## config.mk

```make
export PLATFORM = sky130hd
export DESIGN_NAME = series_arbiter
export DESIGN_NICKNAME = d
export VERILOG_FILES = /design/src/rtl/series_arbiter.sv
export SDC_FILE = /design/constraint.sdc
export NUM_CORES = 1
export LEC_CHECK = 0
export ABC_AREA = 1
export CAP_MARGIN = 40
export CORE_ASPECT_RATIO = 1.1
export CORE_MARGIN = 2
export CORE_UTILIZATION = 48
export DETAILED_ROUTE_END_ITERATION = 10
export MAX_ROUTING_LAYER = met4
export PLACE_DENSITY = 0.84
export REMOVE_ABC_BUFFERS = 1
export SLEW_MARGIN = 20
export SYNTH_ARGS = -nofsm -noshare
export SYNTH_HDL_FRONTEND = slang
export SYNTH_SLANG_ARGS = --single-unit
```

## constraint.sdc

```tcl
create_clock -name clk -period 6.55 [get_ports clk]
set_input_delay 0.655 -clock clk [delete_from_list [all_inputs] [get_ports clk]]
set_output_delay 0.655 -clock clk [all_outputs]
set_load 0.02 [all_outputs]
```

## src/rtl/series_arbiter.sv

```systemverilog
// series_arbiter: round-robin scheduler sharing one in-order pipelined
// series-evaluation engine between NREQ requesters. Each issued operand's
// requester tag is queued in issue order so results can be routed back.
module series_arbiter #(
    parameter int NREQ  = 4,
    parameter int DW    = 16,
    parameter int DEPTH = 8
) (
    input  logic               clk,
    input  logic               rst_n,
    input  logic [NREQ-1:0]    req_valid,
    input  logic [NREQ*DW-1:0] req_data,
    output logic [NREQ-1:0]    req_ready,
    input  logic               flush,
    input  logic               eng_ready,
    output logic               eng_start,
    output logic [DW-1:0]      eng_x,
    input  logic               eng_out_valid,
    input  logic [DW-1:0]      eng_result,
    input  logic               eng_error,
    output logic [NREQ-1:0]    rsp_valid,
    output logic [DW-1:0]      rsp_data,
    output logic               rsp_error,
    output logic               busy,
    output logic               protocol_err
);

    localparam int TW = $clog2(NREQ);
    localparam int CW = $clog2(DEPTH + 1);
    localparam int PW = (DEPTH > 1) ? $clog2(DEPTH) : 1;

    typedef enum logic [1:0] {IDLE, RUN, DRAIN} state_e;

    state_e          state_q, state_d;
    logic [TW-1:0]   ptr_q, ptr_d;
    logic [CW-1:0]   count_q, count_d;
    logic [PW-1:0]   wr_q, wr_d, rd_q, rd_d;
    logic [TW-1:0]   tag_mem_q [DEPTH];

    logic [NREQ-1:0] rsp_valid_q, rsp_valid_d;
    logic [DW-1:0]   rsp_data_q, rsp_data_d;
    logic            rsp_error_q, rsp_error_d;
    logic            protocol_err_q, protocol_err_d;

    logic            grant_found;
    logic [TW-1:0]   grant_idx;
    logic [TW-1:0]   cand_idx;
    logic [TW-1:0]   head_tag;
    logic            full, pop, issue_ok, push;

    assign head_tag = tag_mem_q[rd_q];
    assign full     = (count_q == CW'(DEPTH));
    assign pop      = eng_out_valid && (count_q != '0);
    // A full FIFO may still accept a push when the head is popped this cycle.
    assign issue_ok = (state_q != DRAIN) && !flush && eng_ready && (!full || pop);
    assign push     = issue_ok && grant_found;

    // Round-robin search: first valid requester at or above ptr, wrapping.
    // NOTE: every signal written here gets a default first so no latch is inferred.
    always_comb begin
        grant_found = 1'b0;
        grant_idx   = '0;
        cand_idx    = '0;
        for (int k = 0; k < NREQ; k++) begin
            cand_idx = ptr_q + TW'(k);  // NREQ is a power of two, so this wraps naturally
            if (!grant_found && req_valid[cand_idx]) begin
                grant_found = 1'b1;
                grant_idx   = cand_idx;
            end
        end
    end

    // Grant and engine-issue outputs, combinational for zero-latency issue.
    always_comb begin
        req_ready = '0;
        eng_x     = '0;
        if (push) begin
            req_ready = NREQ'(1) << grant_idx;
            eng_x     = req_data[grant_idx*DW +: DW];
        end
    end

    assign eng_start = push;

    // Tag FIFO bookkeeping, round-robin pointer and response capture.
    always_comb begin
        ptr_d          = push ? grant_idx + TW'(1) : ptr_q;
        count_d        = count_q + CW'(push) - CW'(pop);
        wr_d           = wr_q;
        rd_d           = rd_q;
        rsp_valid_d    = '0;
        rsp_data_d     = rsp_data_q;
        rsp_error_d    = rsp_error_q;
        protocol_err_d = protocol_err_q | (eng_out_valid && (count_q == '0));
        if (push) wr_d = (wr_q == PW'(DEPTH - 1)) ? '0 : wr_q + PW'(1);
        if (pop) begin
            rd_d        = (rd_q == PW'(DEPTH - 1)) ? '0 : rd_q + PW'(1);
            rsp_valid_d = NREQ'(1) << head_tag;
            rsp_data_d  = eng_result;
            rsp_error_d = eng_error;
        end
    end

    // Scheduler state: IDLE with nothing queued, RUN while issuing, DRAIN after flush.
    always_comb begin
        state_d = state_q;
        unique case (state_q)
            IDLE: begin
                if (flush)     state_d = (count_d != '0) ? DRAIN : IDLE;
                else if (push) state_d = RUN;
            end
            RUN: begin
                if (flush)                state_d = (count_d != '0) ? DRAIN : IDLE;
                else if (count_d == '0)   state_d = IDLE;
            end
            DRAIN: begin
                if (count_d == '0) state_d = IDLE;
            end
            default: state_d = IDLE;
        endcase
    end

    // Control and response registers.
    // NOTE: sequential state uses non-blocking assignments so all flops update together.
    always_ff @(posedge clk or negedge rst_n) begin
        if (!rst_n) begin
            state_q        <= IDLE;
            ptr_q          <= '0;
            count_q        <= '0;
            wr_q           <= '0;
            rd_q           <= '0;
            rsp_valid_q    <= '0;
            rsp_data_q     <= '0;
            rsp_error_q    <= 1'b0;
            protocol_err_q <= 1'b0;
        end else begin
            state_q        <= state_d;
            ptr_q          <= ptr_d;
            count_q        <= count_d;
            wr_q           <= wr_d;
            rd_q           <= rd_d;
            rsp_valid_q    <= rsp_valid_d;
            rsp_data_q     <= rsp_data_d;
            rsp_error_q    <= rsp_error_d;
            protocol_err_q <= protocol_err_d;
        end
    end

    // Tag storage.
    // NOTE: the tag array is not reset; entries are only read once count says they were written.
    always_ff @(posedge clk) begin
        if (push) tag_mem_q[wr_q] <= grant_idx;
    end

    assign rsp_valid    = rsp_valid_q;
    assign rsp_data     = rsp_data_q;
    assign rsp_error    = rsp_error_q;
    assign protocol_err = protocol_err_q;
    assign busy         = (state_q != IDLE);

endmodule

```

---- Word-level counts from Yosys, hierarchy flattened ----
Memory sizes are Yosys's and may differ from the RTL's.
Cells that the tools add are included.
storage, ports and cells
  flip-flop bits (word level) ............. 36
  bits in writable memories ............... 16
  output and inout bits ................... 44
  logic and storage cells ................. 83
  memories ................................ 1
operators by class
  $add $sub $neg .......................... 8
  magnitude comparators ................... 4
  equality and inequality tests ........... 7
  shift-type cells ........................ 3
  muxes and demuxes ....................... 29
  bitwise gates (word level) .............. 1
  reduce and logical (&&, ||, !) cells .... 21
memories
  name       words  bits a word  read ports  clocked after Yosys merged registers in  wr ports  RTL line  source
  tag_mem_q  8      2            1           0                                        1         38        logic [TW-1:0] tag_mem_q [DEPTH];
operators by type and width
  kind                   count
  $shiftx A64 B7 Y16     1
  $mux W2                9
  $mux W16               1
  $lt A2 B3 Y1 const B   4
  $mux W1                10
  $logic_and A1 B1 Y1    9
  $bmux W1 S2            4
  $logic_not A4 Y1       2
  $mux W4                2
  $reduce_bool A4 Y1     2
  $shl A1 B2 Y4 const A  2
  $add A3 B1 Y3 const B  2
  $eq A3 B3 Y1 const B   2
  $mux W3                2
  $pmux W2 S3            1
  $logic_not A1 Y1       5
  $add A2 B1 Y2 const B  2
  $add A2 B2 Y2 const B  2
  $add A4 B1 Y4          1
  $eq A4 B4 Y1 const B   1
  $sub A4 B1 Y4          1
  $ne A3 B3 Y1 const B   1
  $eq A2 B1 Y1 const B   1
  $eq A2 B2 Y1 const B   1
  5 further kinds        5

---- Logic depth before layout (Yosys ltp) ----
Gate-level depths: netlist of run 1.
  depth after elaboration ................. 19
  depth in mapped cells ................... 17
  mapped depth without buffers ............ 17

---- Worst setup path after synthesis of run 1 ----
OpenSTA, ideal clock, no wires.
  path type ............................... input-to-reg
  start point ............................. in req_valid[3]
  end point ............................... reg state_q[0]
  library setup time ...................... 131 ps
  data arrival time ....................... 2650 ps
  data required time ...................... 6419 ps
  slack ................................... 3769 ps
  stages on the path ...................... 15
  buffers on the path ..................... 0
  path through ............................ inv_1 nand2_2 nand3_1 nand2_2 nor2_4 nand3_4 nand2_1 inv_2 ha_1 fa_1 xor2_1 nor2_1 nand2_1 o21ai_0 a21oi_1
on the way
  cells in the longest elaborated chain, start to end .. 19
  elaborated cells on any way between the ends .. 26
  those cells by class .................... 2 x add/sub; 1 x eq/ne; 15 x mux; 8 x reduce/logical
RTL lines
  what                           RTL line  source
  start: declaration             11        input logic [NREQ-1:0] req_valid,
  $bmux W1 S2                    66        if (!grant_found && req_valid[cand_idx]) begin
  $mux W1 (not written as such)  66
  $mux W1                        66
  $logic_not A1 Y1               66
  $logic_and A1 B1 Y1            66
  $mux W1                        66
  $logic_not A1 Y1               66
  $logic_and A1 B1 Y1            66
  [5 not listed]                 -
  net eng_start                  16        output logic eng_start,
  $add A4 B1 Y4 (*)              88        count_d = count_q + CW'(push) - CW'(pop);
  $sub A4 B1 Y4 (*)              88
  net count_d[2]                 36        logic [CW-1:0] count_q, count_d;
  $logic_not A4 Y1 (*)           114, 117
  $mux W2 (*)                    -
  $mux W2                        -
  $pmux W2 S3 (*)                -
  end signal: assignment         137       state_q <= state_d;
  end: declaration               34        state_e state_q, state_d;
Mark *: on every way through the listed nets, which the timed path passes. The rest lies on a longest branch. The select of a mux whose other input is x is not followed.
A chain may end at the register's enable or synchronous reset.

---- Final worst setup path of run 1 ----
  start point ............................. in req_valid[3]
  end point ............................... out req_ready[3]
on the way
  cells in the longest elaborated chain, start to end .. 14
  elaborated cells on any way between the ends .. 25
  those cells by class .................... 1 x shift; 17 x mux; 7 x reduce/logical
RTL lines
  what                           RTL line  source
  $bmux W1 S2                    66
  $mux W1 (not written as such)  66
  $mux W1                        66
  $logic_not A1 Y1               66
  $logic_and A1 B1 Y1            66
  $mux W1                        66
  $logic_not A1 Y1               66
  $logic_and A1 B1 Y1            66
  $mux W1                        66
  $logic_not A1 Y1               66
  $logic_and A1 B1 Y1            66
  $mux W2 (*)                    66
  net grant_idx[0]               46        logic [TW-1:0] grant_idx;
  $shl A1 B2 Y4 (*)              78        req_ready = NREQ'(1) << grant_idx;
  $mux W4 (*)                    77        if (push) begin
  end: declaration               13        output logic [NREQ-1:0] req_ready,
Marked as above.

==> flow_summary.json, run 1 <==
{
  "status": "completed",
  "final-setup-viol-count": 0,
  "place_congestion": 0.891,
  "ys_seq_elements": 52,
  "synth_edf_count": 16,
  "pin_count": 134,
  "hold_class": "in -> async",
  "yosys_warnings": 0,
  "cellPowerDensity_nw_per_um2": 436,
  "h-tree-depth": 2,
  "cp-start-kind": "input pin",
  "diodes": 0,
  "dp_hpwl_um": 6540,
  "synth_cell_types": 31,
  "synth.most_common_cell": "nand2_1",
  "drv_slew": 0,
  "cap_violations": 0,
  "slew_headroom": 0.619,
  "use_met1": 0.264,
  "synth_area_leaders": "dfrtp_1 26%, nand2_1 18%, edfxtp_1 14%",
  "path_clk_slew_ps": 100,
  "synthTopCellsByCount": "169 x nand2_1, 65 x inv_1, 51 x nand3_1",
  "leakage_nw": 2.39,
  "fp.dieW_um": 84.7,
  "area_delta_synth_final_pct": 42.3,
  "core_um2": 6970,
  "grtUsageMet3": 0.0544,
  "required_ps": 5890,
  "grt.met2_usage": 0.379,
  "synth_largest_area_cell": "dfrtp_1",
  "clock.fmax_mhz": 237,
  "cts_root_buffer": "clkbuf_8",
  "drcViolationCount": 0,
  "ctsResizeCount": 0,
  "ant_nets": 0,
  "cts_tree": "yes",
  "portBuffers": 133,
  "rsz0062_at_grt": "no",
  "vias_per_cell": 5.05,
  "wl_per_cell_um": 12.3,
  "clkLatencyLatePin_ps": 310,
  "start_util": 0.494,
  "fin_nets": 706,
  "fin_skew_ps": 2.11,
  "peakVddDrop_mv": 0.327,
  "busiest_layer": "met2",
  "worst_pin_slew_ps": 570,
  "hold_buffers": 0,
  "netlist_area_um2": 3440,
  "die_y_um": 92.8,
  "dr.pass1.iters": 4,
  "crit_path_end_kind": "output port",
  "seq_area_frac_synth": 0.402,
  "syn-instance-count": 476,
  "finalSetupTns_ps": 0,
  "rrSetupSlack_ps": 2850,
  "yosys.area.top_type_share": 0.262,
  "numCtsBuffers": 5,
  "gr-total-overflow": 0,
  "syn_avg_cell_area_um2": 7.23,
  "post_cts_buffers": 0,
  "routed_wl_um": 8480,
  "vias": 3470,
  "grt_pass1_wl_um": 14000,
  "die-area_um2": 7860,
  "placed_cell_area_um2": 4780,
  "period_share": 0.645,
  "crit_type": "in -> out",
  "grt_usage": 0.221,
  "fp-row-count": 32,
  "clockBufferDepth": 2,
  "critPathMaxFanout": 35,
  "hold_viol": 0,
  "grt_pass1_vias": 3202,
  "async_reset_ff_frac": 0.692,
  "synthFlopType": "dfrtp_1",
  "fin_crit_ps": 4230,
  "drtIter0Drc": 104,
  "grt_antenna_before_repair": 0,
  "grt_start_max_net_pins": 37,
  "crit_arrival_ps": 3570,
  "drive_above_1_share": 0.0681,
  "fin_area_um2": 4900,
  "clock_sinks": 52
}
[power by group]
part,switching [mW],internal (mW)
combinational,0.898,0.518
sequential,0.0679,0.459
clock,0.113,0.0786
[sequential cells by signal, summed over array words and instances, names as in the netlist]
signal / cells
rsp_error: 1
rd_q: 3
wr_q: 3
tag_mem_q: 16
count_q: 4
state_q: 2
rsp_data: 16
ptr_q: 2
rsp_valid: 4
protocol_err: 1
[worst paths after layout]
path / from / to / cells past startpoint
setup / recovery: req_valid[3] / req_ready[3] / 13
hold / removal: rst_n / rsp_data[15] / 1
setup reg to reg: ptr_q[0] / state_q[0] / 16
hold reg to reg: rsp_data[2] / rsp_data[2] / 2
max in group asynchronous: rst_n / rsp_data[10] / 2
min in group clk: rsp_data[2] / rsp_data[2] / 2
[cells in the final DEF (no fill, tap or decap), drive strengths merged, types with 5 or more instances in the layout]
master,synthesis,routed
edfxtp,16,16
nand2,176,176
o21ai,20,20
a21oi,20,20
inv,70,71
clkbuf,4,5
dfrtp,36,36
ha,14,14
clkdlybuf4s50,0,132
nand3,64,64
nor2,31,31
[final cells by class]
type | instances | area (µm²)
Clock buffer | 5 | 68.8
Clock inverter | 3 | 27.5
Fill cell | 560 | 2070
Inverter | 71 | 269
Multi-Input combinational cell | 335 | 1670
Sequential cell | 52 | 1380
Tap cell | 85 | 106
Timing Repair Buffer | 136 | 1370
[stage by stage]
step	total power, mW	setup slack [ps]	std cells	util	hold WS (ps)
finish	2.13	2320	687	0.703	184
global route	2.34	2070	687	0.703	192
CTS	2.14	2300	686	0.700	440
detailed placement	1.95	2310	678	0.686	459
global placement	1.89	2270	677	0.684	453
floorplan	1.49	3050	458	-	359
[metal layers]
| metal | wire length [µm] | part of all wire | up-vias |
|---|---|---|---|
| met5 | 0 | 0 | - |
| met4 | 104 | 0.012 | 0 |
| met3 | 793 | 0.094 | 9 |
| met2 | 4170 | 0.49 | 145 |
| met1 | 3400 | 0.40 | 1576 |
| li1 | - | - | 1740 |
[critical path: stages]
cell             delay [ps]
clkdlybuf4s50_1         480
inv_1                    60
nand2_2                  60
nand3_1                 100
nand2_1                 100
inv_1                    80
nand3_4                 320
nand3_4                 400
inv_1                   350
ha_1                    200
inv_1                    40
nor2_1                   90
clkdlybuf4s50_1         620
[cell families (layout without fill, tap and decap cells)]
logic type,after synthesis,after routing,synth area share
buffers and inverters,89,215,0.112
flip-flops,52,52,0.402
XOR/XNOR,2,2,0.00509
adder cells (fa/ha/maj),15,15,0.0567
AO/OA/AOI/OAI,46,46,0.0720
AND/OR/NAND/NOR,272,272,0.353
(Power assumes the default switching activity.)
==> run 2: changes to the inputs <==
CORE_UTILIZATION = 44   (was 48)
PLACE_DENSITY = 0.78   (was 0.84)
clock period = 3.9 ns   (was 6.55 ns; I/O delays follow)
==> flow_summary.json, run 2 (same netlist as run 1, synthesis figures left out) <==
{
  "whs_ps": 460,
  "cp_slowest_stage_delay_ps": 610,
  "diodes": 0,
  "hold_class": "in -> async",
  "cp_slowest_cell": "clkdlybuf4s50_1",
  "dp_cells": 700,
  "place_congestion": 0.903,
  "routed_wl_um": 9040,
  "numCtsBuffers": 5,
  "critPathMaxFanout": 26,
  "period_share": 0.910,
  "h-tree-depth": 2,
  "crit_arrival_ps": 3160,
  "post-route-util": 0.658,
  "drcViolationCount": 0,
  "vias_per_cell": 4.87,
  "grt_pass1_vias": 3351,
  "area_delta_synth_final_pct": 43.8,
  "pre_cts_slack_ps": 456,
  "crit_path_end_kind": "output port",
  "fp.dieW_um": 88.3,
  "grt_usage": 0.214,
  "crit_type": "reg -> out",
  "cellPowerDensity_nw_per_um2": 735,
  "stdcell_count": 710,
  "rrSetupSlack_ps": 800,
  "fp-row-count": 33,
  "final_common_cell": "nand2_1",
  "vias": 3460,
  "leakage_nw": 2.40,
  "fin_nets": 709,
  "placed_cell_area_um2": 4810,
  "drtIter0Drc": 113,
  "final-setup-viol-count": 0,
  "portBuffers": 133,
  "cts_tree": "yes",
  "ant_nets": 0,
  "fin_total_pwr_mw": 3.63,
  "grt_antenna_before_repair": 0,
  "fin_skew_ps": 14.0,
  "drive_above_1_share": 0.0727,
  "status": "completed",
  "cp-start-kind": "register",
  "clock_sinks": 52,
  "finalSetupTns_ps": 0,
  "wl_per_cell_um": 12.7,
  "gr-total-overflow": 0,
  "clockBufferDepth": 2,
  "dr.pass1.iters": 5,
  "fin_crit_ps": 3550,
  "grt_pass1_wl_um": 14600,
  "cap_violations": 0,
  "die-area_um2": 8540,
  "final_cell_mix": "169 x nand2_1, 132 x clkdlybuf4s50_1, 65 x inv_1",
  "fin_area_um2": 4940,
  "worst_pin_slew_ps": 348,
  "path_cells": "inv_2, nand2_1, nand2_1, nand2_1, nand2_1, nor2_4, nand3_1, nand3_2, nand2_4, inv_4, ha_1, inv_1, nor2_1, clkdlybuf4s50_1",
  "required_ps": 3510,
  "slew_headroom": 0.766,
  "path_clk_slew_ps": 110,
  "grt_start_max_net_pins": 37,
  "dp_hpwl_um": 6890,
  "core_um2": 7510,
  "start_util": 0.458,
  "cts_root_buffer": "clkbuf_8",
  "pin_count": 134,
  "finalWorstSetupSlack_ps": 350,
  "die_y_um": 96.7,
  "cp_common_cell": "nand2_1",
  "drv_slew": 0,
  "rsz0062_at_grt": "no",
  "peakVddDrop_mv": 0.406,
  "clock.fmax_mhz": 282,
  "clkLatencyLatePin_ps": 310,
  "hold_viol": 0
}
## run 2: cell types whose count changed in the layout (fill, tap and decap cells not counted), sizes merged
cell / before / now
buf: 4 / 6
dlygate4sd3: 0 / 1
## run 2: final timing paths
check | from | endpoint | cells after the start
worst max-delay path | ptr_q[0] | req_ready[2] | 14
max in group asynchronous | rst_n | rsp_data[9] | 3
worst min-delay path | rst_n | wr_q[1] | 2
worst min register to register | rsp_data[11] | rsp_data[11] | 2
min in group clk | rsp_data[11] | rsp_data[11] | 2
worst max register to register | ptr_q[0] | state_q[0] | 17
## run 2: area by class of cell
type | instances | area, µm²
well taps | 105 | 131
fillers | 667 | 2570
flip-flops and latches | 52 | 1380
inverters | 71 | 269
clock buffers | 5 | 68.8
repair buffers | 139 | 1390
multi-input cells | 335 | 1680
clock inverters | 3 | 27.5
## run 2: layer usage
metal,vias up,global-route usage,share of wire
met2,130,0.375,0.50
met3,13,0.0529,0.077
met4,0,0.0513,0.014
li1,1755,-,-
met1,1562,0.243,0.41
met5,-,-,0
## run 2: power breakdown
| group | internal (mW) | switching [mW] |
|---|---|---|
| combinational | 0.887 | 1.54 |
| clock | 0.132 | 0.189 |
| sequential | 0.772 | 0.117 |
| total | 1.79 | 1.84 |
## run 2: critical path: cells and delay by family (launching register included)
family / cells / cell delay (ps)
buffers and inverters: 4 / 1100
and+or+nand+nor: 9 / 1000
DFF: 1 / 510
adders and majority gates: 1 / 240
## run 2: repair_timing
item	in CTS	in global routing
endpoints found under the setup margin	0	8
setup buffers	0	0
hold endpoints to repair	0	9
hold buffers	0	1
resized for setup	0	2
==> run 3: changes to the inputs <==
CORE_UTILIZATION = 48   (was 44)
MAX_ROUTING_LAYER = not set   (was met4)
PLACE_DENSITY = 0.84   (was 0.78)
clock period = 4.3 ns   (was 3.9 ns; I/O delays follow)
==> flow_summary.json, run 3 (same netlist as run 1, synthesis figures left out) <==
{
  "status": "completed",
  "fin_nets": 707,
  "pre_cts_slack_ps": 486,
  "finalWorstSetupSlack_ps": 322,
  "fin_skew_ps": 8.36,
  "fp-row-count": 32,
  "final-setup-viol-count": 0,
  "period_share": 0.925,
  "grt_start_max_net_pins": 37,
  "path_clk_slew_ps": 100,
  "place_congestion": 0.920,
  "required_ps": 3870,
  "core_um2": 6970,
  "fin_area_um2": 4900,
  "pin_count": 134,
  "drtIter0Drc": 127,
  "dp_hpwl_um": 6590,
  "wl_per_cell_um": 12.5,
  "final_common_cell": "nand2_1",
  "hold_viol": 0,
  "rsz0062_at_grt": "no",
  "start_util": 0.494,
  "grt_pass1_wl_um": 14100,
  "clock_sinks": 52,
  "cpLargestDelayFamily": "buffers and inverters",
  "cts_tree": "yes",
  "h-tree-depth": 2,
  "cts_root_buffer": "clkbuf_8",
  "cp_slowest_cell": "dfrtp_1",
  "die_y_um": 92.8,
  "fp.dieW_um": 84.7,
  "grt_usage": 0.216,
  "drive_above_1_share": 0.0680,
  "slew_headroom": 0.625,
  "portBuffers": 133,
  "final_cell_mix": "169 x nand2_1, 132 x clkdlybuf4s50_1, 65 x inv_1",
  "area_delta_synth_final_pct": 42.3,
  "cp_slowest_stage_delay_ps": 610,
  "clock.fmax_mhz": 251,
  "peakVddDrop_mv": 0.395,
  "grt_antenna_before_repair": 0,
  "vias_per_cell": 5.07,
  "numCtsBuffers": 5,
  "vias": 3490,
  "hold_buffers": 0,
  "dr.pass1.iters": 4,
  "critPathMaxFanout": 35,
  "ctsResizeCount": 0,
  "drv_slew": 0,
  "leakage_nw": 2.39,
  "worst_pin_slew_ps": 561,
  "cellPowerDensity_nw_per_um2": 663,
  "clockBufferDepth": 2,
  "routed_wl_um": 8620,
  "gr-total-overflow": 0,
  "finalSetupTns_ps": 0,
  "die-area_um2": 7860,
  "post_cts_buffers": 0,
  "fin_crit_ps": 3980,
  "cp_common_cell": "inv_1",
  "crit_type": "reg -> out",
  "cap_violations": 0,
  "crit_path_end_kind": "output port",
  "hold_class": "in -> async",
  "grt_pass1_vias": 3292,
  "worst-path-buf-inv": 5,
  "crit_arrival_ps": 3550,
  "drcViolationCount": 0,
  "placed_cell_area_um2": 4770,
  "path_cells": "inv_2, nand2_1, nand3_1, nand2_1, inv_1, nand3_4, nand3_4, inv_1, ha_1, inv_1, nor2_1, clkdlybuf4s50_1",
  "cp-start-kind": "register",
  "clkLatencyLatePin_ps": 310,
  "diodes": 0,
  "ant_nets": 0,
  "post-route-util": 0.703
}
-- run 3: final timing paths --
check	slack (ps)	startpoint	depth (start not counted)	to
worst max-delay path	320	ptr_q[0]	12	req_ready[1]
worst min-delay path	450	rst_n	2	rsp_data[13]
worst max register to register	640	ptr_q[0]	16	state_q[0]
worst min register to register	470	rsp_data[0]	2	rsp_data[0]
max in group asynchronous	3490	rst_n	3	rsp_data[7]
min in group clk	470	rsp_data[0]	2	rsp_data[0]
-- run 3: layout make-up --
class | count | area [µm²]
Multi-Input combinational cell | 335 | 1670
Sequential cell | 52 | 1380
Fill cell | 587 | 2070
Clock buffer | 5 | 68.8
Inverter | 71 | 269
Clock inverter | 3 | 25.0
Tap cell | 85 | 106
Timing Repair Buffer | 137 | 1370
-- run 3: stage by stage --
stage	hold slack [ps]	std cells	power, mW
after detailed placement	458	678	2.96
final	449	688	3.25
after floorplan	134	458	2.28
after global routing	446	688	3.54
after CTS	220	686	3.25
after global placement	451	678	2.87
-- run 3: routing by layer --
layer,routed length (µm),global-route usage,vias up,part of all wire
met5,0,0,-,0
li1,-,-,1743,-
met1,3280,0.243,1572,0.38
met3,923,0.0722,19,0.11
met4,194,0.0622,0,0.023
met2,4220,0.387,156,0.49
-- run 3: where the power goes --
| group | switching (mW) | internal [mW] | total (mW) |
|---|---|---|---|
| Sequential | 0.105 | 0.699 | 0.804 |
| Combinational | 1.37 | 0.786 | 2.15 |
| Clock | 0.170 | 0.119 | 0.289 |
| Total | 1.64 | 1.60 | 3.25 |
